==> src/rtl/sar_search.sv <==
`default_nettype none
// ============================================================================
//  Module      : sar_search
//  Description : Successive-approximation search controller. Drives the B
//                operand of an external magnitude comparator with `guess`
//                and narrows [lo, hi] from the comparator's one-hot
//                {gt, eq, lt} result, recovering the unknown A operand with
//                one probe per clock.
//  Ports       : clk    - rising-edge clock
//                rst_n  - asynchronous active-low reset
//                start  - request a new search (honoured only when idle)
//                cmp    - comparator result {A>guess, A==guess, A<guess}
//                guess  - current probe value (combinational from lo/hi)
//                busy   - search in progress
//                done   - one-cycle pulse when a search terminates
//                result - recovered A value, valid when found is high
//                found  - last search terminated on eq
//                err    - last search terminated on a non-one-hot cmp
//  Revision    : 1.0 - initial release
// ============================================================================
module sar_search #(
    parameter int W = 4
) (
    input  logic         clk,
    input  logic         rst_n,
    input  logic         start,
    input  logic [2:0]   cmp,
    output logic [W-1:0] guess,
    output logic         busy,
    output logic         done,
    output logic [W-1:0] result,
    output logic         found,
    output logic         err
);

    typedef enum logic [0:0] {
        S_IDLE   = 1'b0,
        S_SEARCH = 1'b1
    } state_t;

    localparam logic [W-1:0] c_one = W'(1);

    state_t         r_state;
    logic [W-1:0]   r_lo;
    logic [W-1:0]   r_hi;
    logic [W-1:0]   r_result;
    logic           r_found;
    logic           r_err;
    logic           r_done;

    logic [W:0]     w_sum;
    logic [W-1:0]   w_guess;

    // Midpoint is taken on a W+1 bit sum so lo+hi never wraps.
    assign w_sum   = {1'b0, r_lo} + {1'b0, r_hi};
    assign w_guess = W'(w_sum >> 1);

    always_ff @(posedge clk or negedge rst_n) begin
        if (!rst_n) begin
            r_state  <= S_IDLE;
            r_lo     <= '0;
            r_hi     <= '0;
            r_result <= '0;
            r_found  <= 1'b0;
            r_err    <= 1'b0;
            r_done   <= 1'b0;
        end else begin
            r_done <= 1'b0;
            case (r_state)
                S_IDLE: begin
                    if (start) begin
                        r_lo     <= '0;
                        r_hi     <= '1;
                        r_result <= '0;
                        r_found  <= 1'b0;
                        r_err    <= 1'b0;
                        r_state  <= S_SEARCH;
                    end
                end
                S_SEARCH: begin
                    case (cmp)
                        3'b010: begin
                            r_result <= w_guess;
                            r_found  <= 1'b1;
                            r_done   <= 1'b1;
                            r_state  <= S_IDLE;
                        end
                        3'b100: begin
                            // guess==hi with A still above it means the
                            // comparator is inconsistent; stop rather than
                            // push lo past the top of the range.
                            if (w_guess == r_hi) begin
                                r_found <= 1'b0;
                                r_done  <= 1'b1;
                                r_state <= S_IDLE;
                            end else begin
                                r_lo <= w_guess + c_one;
                            end
                        end
                        3'b001: begin
                            // Mirror guard: keeps hi from underflowing.
                            if (w_guess == r_lo) begin
                                r_found <= 1'b0;
                                r_done  <= 1'b1;
                                r_state <= S_IDLE;
                            end else begin
                                r_hi <= w_guess - c_one;
                            end
                        end
                        default: begin
                            r_err   <= 1'b1;
                            r_found <= 1'b0;
                            r_done  <= 1'b1;
                            r_state <= S_IDLE;
                        end
                    endcase
                end
                default: r_state <= S_IDLE;
            endcase
        end
    end

    assign guess  = w_guess;
    assign busy   = (r_state == S_SEARCH);
    assign done   = r_done;
    assign result = r_result;
    assign found  = r_found;
    assign err    = r_err;

endmodule
`default_nettype wire

==> config.mk <==
export PLATFORM = sky130hd
export DESIGN_NAME = sar_search
export DESIGN_NICKNAME = d
export VERILOG_FILES = /design/src/rtl/sar_search.sv
export SDC_FILE = /design/constraint.sdc
export NUM_CORES = 1
export LEC_CHECK = 0
export CORE_MARGIN = 2
export CORE_UTILIZATION = 25
export DETAILED_ROUTE_END_ITERATION = 10
export DONT_BUFFER_PORTS = 1
export GPL_ROUTABILITY_DRIVEN = 0
export HOLD_SLACK_MARGIN = 0.06
export PLACE_DENSITY = 0.39
export RECOVER_POWER = 100
export SLEW_MARGIN = 20
export SYNTH_ARGS = -nofsm -noshare
export SYNTH_HDL_FRONTEND = slang
export SYNTH_SLANG_ARGS = --single-unit
==> constraint.sdc <==
create_clock -name clk -period 3.78 [get_ports clk]
set_input_delay 0.945 -clock clk [delete_from_list [all_inputs] [get_ports clk]]
set_output_delay 0.945 -clock clk [all_outputs]
set_load 0.03 [all_outputs]
* After elaboration in Yosys (flattened, before gate mapping)
Cells that the tools add are included.
** Operators by class
- Add/subtract/negate cells :: 3
- Equal/unequal tests :: 14
- Mux-type cells :: 26
- Bitwise operators :: 1
- Reductions and logical operators :: 6
** Operators with widths (number)
- $mux 4 :: 7
- $pmux 4 s2 :: 3
- $mux 1 :: 10
- $pmux 1 s2 :: 5
- $reduce_and 3->1 :: 3
- $eq 4x4->1 :: 2
- $ne 2x2->1 const B :: 4
- $ne 2x1->1 const B :: 3
- $ne 3x3->1 const B :: 2
- $add 4x4->5 :: 1
- $add 4x1->4 const B :: 1
- $reduce_and 2->1 :: 2
- $sub 4x1->4 const B :: 1
- $eq 3x1->1 const B :: 1
- $eq 3x2->1 const B :: 1
- $eq 3x3->1 const B :: 1
- $pmux 1 s3 :: 1
- $reduce_or 3->1 :: 1
- $not 1->1 :: 1
** Word-level totals
- Bits in registers :: 16
- Input port bits :: 6
- Output and inout bits :: 12
- Word-level logic and storage cells :: 57

* Depth between registers and ports, before layout
- Word-level depth :: 5
- Mapped depth :: 9
- Depth with buffers taken out :: 9

* Least setup slack after synthesis
No wires, ideal clock.
- Kind :: flip-flop to output port
- Start point :: register r_lo[1]
- End point :: output port guess[2]
- Arrival :: 1711 ps
- Required time :: 2835 ps
- Setup slack :: 1124 ps
- Stages on the path, launching flop included :: 5
- Path buffers :: 0
- Path through :: dfrtp_1 -> ha_1 -> a31o_1 -> a21oi_2 -> xnor2_1
** Between the ends
- Cells in the longest elaborated chain, start to end :: 1
** RTL lines
- start, declared :: RTL line 44 : logic [W-1:0] r_lo;
- start signal, assigned :: RTL line 97 : r_lo <= w_guess + c_one;
- $add 4x4->5 :: RTL line 55 : assign w_sum = {1'b0, r_lo} + {1'b0, r_hi};
- end, declared :: RTL line 28 : output logic [W-1:0] guess,
Every way passes these cells.

* Final worst setup path
Ends and elaborated chain as after synthesis.

==> results.json <==
{
  "grt_pass1_wl_mm": 3.68,
  "hold_class": "input port to async pin",
  "synth_seq_area_share_pct": 39.2,
  "synth_cell_types": 29,
  "crit_slowest_cell": "clkbuf_1",
  "die_area_um2": 4610,
  "ctsResizeCount": 0,
  "wl_per_cell_um": 14.7,
  "antenna_found_initial": 0,
  "crit_type": "flop to output pin",
  "period_minus_slack_ns": 3.21,
  "synth_fp_nets": 116,
  "overflow": 0,
  "n_antenna_cell": 0,
  "port_buffers": 0,
  "worst-path-max-fanout": 6,
  "antenna_left": 0,
  "seq_area_um2": 400,
  "r2r-start": "r_lo[0]$_DFFE_PN0P_",
  "final.period_utilization_pct": 84.9,
  "dr.pass1.iters": 3,
  "die_x_um": 67.9,
  "place_hpwl_mm": 1.74,
  "syn_inst": 104,
  "cts.sinks": 16,
  "layout.nets": 118,
  "yosysWarnings": 0,
  "critPathTopFamily": "compound AO/OA/AOI/OAI gates",
  "grt_use_met2_pct": 17.3,
  "p_per_area_nw_per_um2": 886,
  "r2r_end": "busy$_DFF_PN0_",
  "ir_worst_vdd_uv": 318,
  "vias": 706,
  "timing.fmax_mhz": 312,
  "async_flop_share_pct": 100,
  "cap_viol_max_count": 0,
  "grt_util_met3_pct": 4.44,
  "cpPeakStageDelay_ns": 0.51,
  "met1_usage_pct": 14.7,
  "drive_gt1_share_pct": 5.71,
  "tightest_slew_ns": 0.635,
  "ys.flop_type": "dfrtp_1",
  "layout_common_cells": "dfrtp_1 (16), xnor2_1 (12), nand3_1 (8), o21ai_0 (8), nand2_1 (8)",
  "worst_ep_required_time_ns": 2.83,
  "routed_wl_mm": 2.28,
  "rr_worst_depth": 6,
  "die_h_um": 67.9,
  "cts-root-buf": "clkbuf_8",
  "cp_data_arrival_time_ns": 2.26,
  "clock_skew_ns": 0.00102,
  "path_clk_slew_ns": 0.07,
  "synth_seq_cells": 16,
  "post-route-drc-count": 0,
  "area_growth_pct": 7.72,
  "grt_pass1_vias": 712,
  "io_pins": 18,
  "rsz0062_at_grt": "no",
  "cts_made_buffers": 3,
  "mostFrequentLayoutCell": "dfrtp_1",
  "max_slew_margin_pct": 57.7,
  "status": "finished clean",
  "cp-start-kind": "flop",
  "regToRegSetupSlack_ns": 1.11,
  "final_hold_viol_count": 0,
  "setup_viol": 0,
  "htreeDepth": 1,
  "core_um2": 3970,
  "start_util_pct": 25.7,
  "synth_edf_count": 0,
  "multi_input_area_um2": 563,
  "drtIter0Drc": 32,
  "clkLatencyLatePin_ns": 0.25,
  "viasPerCell": 4.55,
  "cts_tree": "yes",
  "path_buf_inv": 1,
  "globalRouteTotalUtil_pct": 11.3,
  "max-clock-path-buffers": 2,
  "cts_setup_buffers": 0,
  "end_kind": "output pin",
  "slew_viol_final": 0,
  "total_power_uw": 975,
  "fill_cells": 438,
  "p_leak_nw": 0.430,
  "busiest_layer": "met2",
  "num_rows": 23,
  "cp_cell_sequence": "ha_1 -> a31o_1 -> a21oi_1 -> xnor2_1 -> clkbuf_1",
  "fin_tns_setup_ns": 0,
  "synth_area_um2": 1020,
  "syn_avg_cell_area_um2": 9.82,
  "cts_hold_buf": 0,
  "grt_start_max_net_pins": 17
}
[sequential cells by signal (all words and copies together), names as in the netlist]
name and flops:
result 4, done 1, r_hi 4, err 1, r_lo 4, found 1, busy 1
[stage by stage]
stage	setup slack, ns	cell area (um2)	instances	util (%)	hold slack, ns
floorplan	1.12	1020	104	-	0.538
global placement	1.12	1060	151	26.7	0.574
detailed placement	1.13	1060	151	26.7	0.570
CTS	0.947	1120	155	28.1	0.378
global route	0.452	1100	155	27.7	0.359
finish	0.572	1100	155	27.7	0.384
[report_power, final]
part           total [mW]  switching [mW]  internal, mW
Sequential          0.274          0.0692         0.205
Combinational       0.547           0.350         0.197
Clock               0.153          0.0610        0.0924
[per-layer routing]
| layer | share of wire [%] | wire length [um] |
|---|---|---|
| met1 | 49 | 1120 |
| met2 | 44 | 1010 |
| met3 | 5.8 | 131 |
| met4 | 0.70 | 16 |
| met5 | 0 | 0 |
[logic make-up (layout without fill, tap and decap cells)]
family          after synthesis  count (layout)  synth area share (%)
xor+xnor                     16              16                  14.5
buf+inv                       8               9                  4.41
flops                        16              16                  39.2
compound gates               22              22                  15.7
simple gates                 35              35                  17.2
fa+ha+maj                     6               6                  8.09
mux                           1               1                 0.980
[Yosys cell counts, types with 2 or more instances]
| master | instances | area share, % |
|---|---|---|
| dfrtp_1 | 16 | 39 |
| xnor2_1 | 11 | 9.4 |
| nand2_1 | 8 | 2.9 |
| nand3_1 | 8 | 3.9 |
| o21ai_0 | 8 | 3.9 |
| a21oi_1 | 6 | 2.9 |
| ha_1 | 5 | 6.1 |
| nor3_1 | 5 | 2.5 |
| inv_1 | 4 | 1.5 |
| nand2b_1 | 4 | 2.5 |
| nor2_1 | 4 | 1.5 |
| xor2_1 | 4 | 3.4 |
| and2_2 | 2 | 1.5 |
| buf_6 | 2 | 2.2 |
| clkbuf_1 | 2 | 0.74 |
| nor2b_1 | 2 | 1.2 |
[worst max path at each step]
stage / from / to / cells past startpoint
final: r_lo[1]$_DFFE_PN0P_ / guess[2] / 5
after global routing: r_lo[1]$_DFFE_PN0P_ / guess[2] / 5
after CTS: r_lo[0]$_DFFE_PN0P_ / guess[1] / 4
after detailed placement: r_lo[0]$_DFFE_PN0P_ / busy$_DFF_PN0_ / 5
after global placement: r_hi[0]$_DFFE_PN0P_ / busy$_DFF_PN0_ / 5
after floorplan: r_lo[1]$_DFFE_PN0P_ / guess[2] / 4
[cell type report]
cell class                      instances  area share [%]
Inverter                                4            1.37
Multi-Input combinational cell         80            51.2
Timing Repair Buffer                    1           0.341
Clock buffer                            4            5.01
Sequential cell                        16            36.4
Tap cell                               50            5.69
No activity file was read; power rests on OpenSTA's default activity.
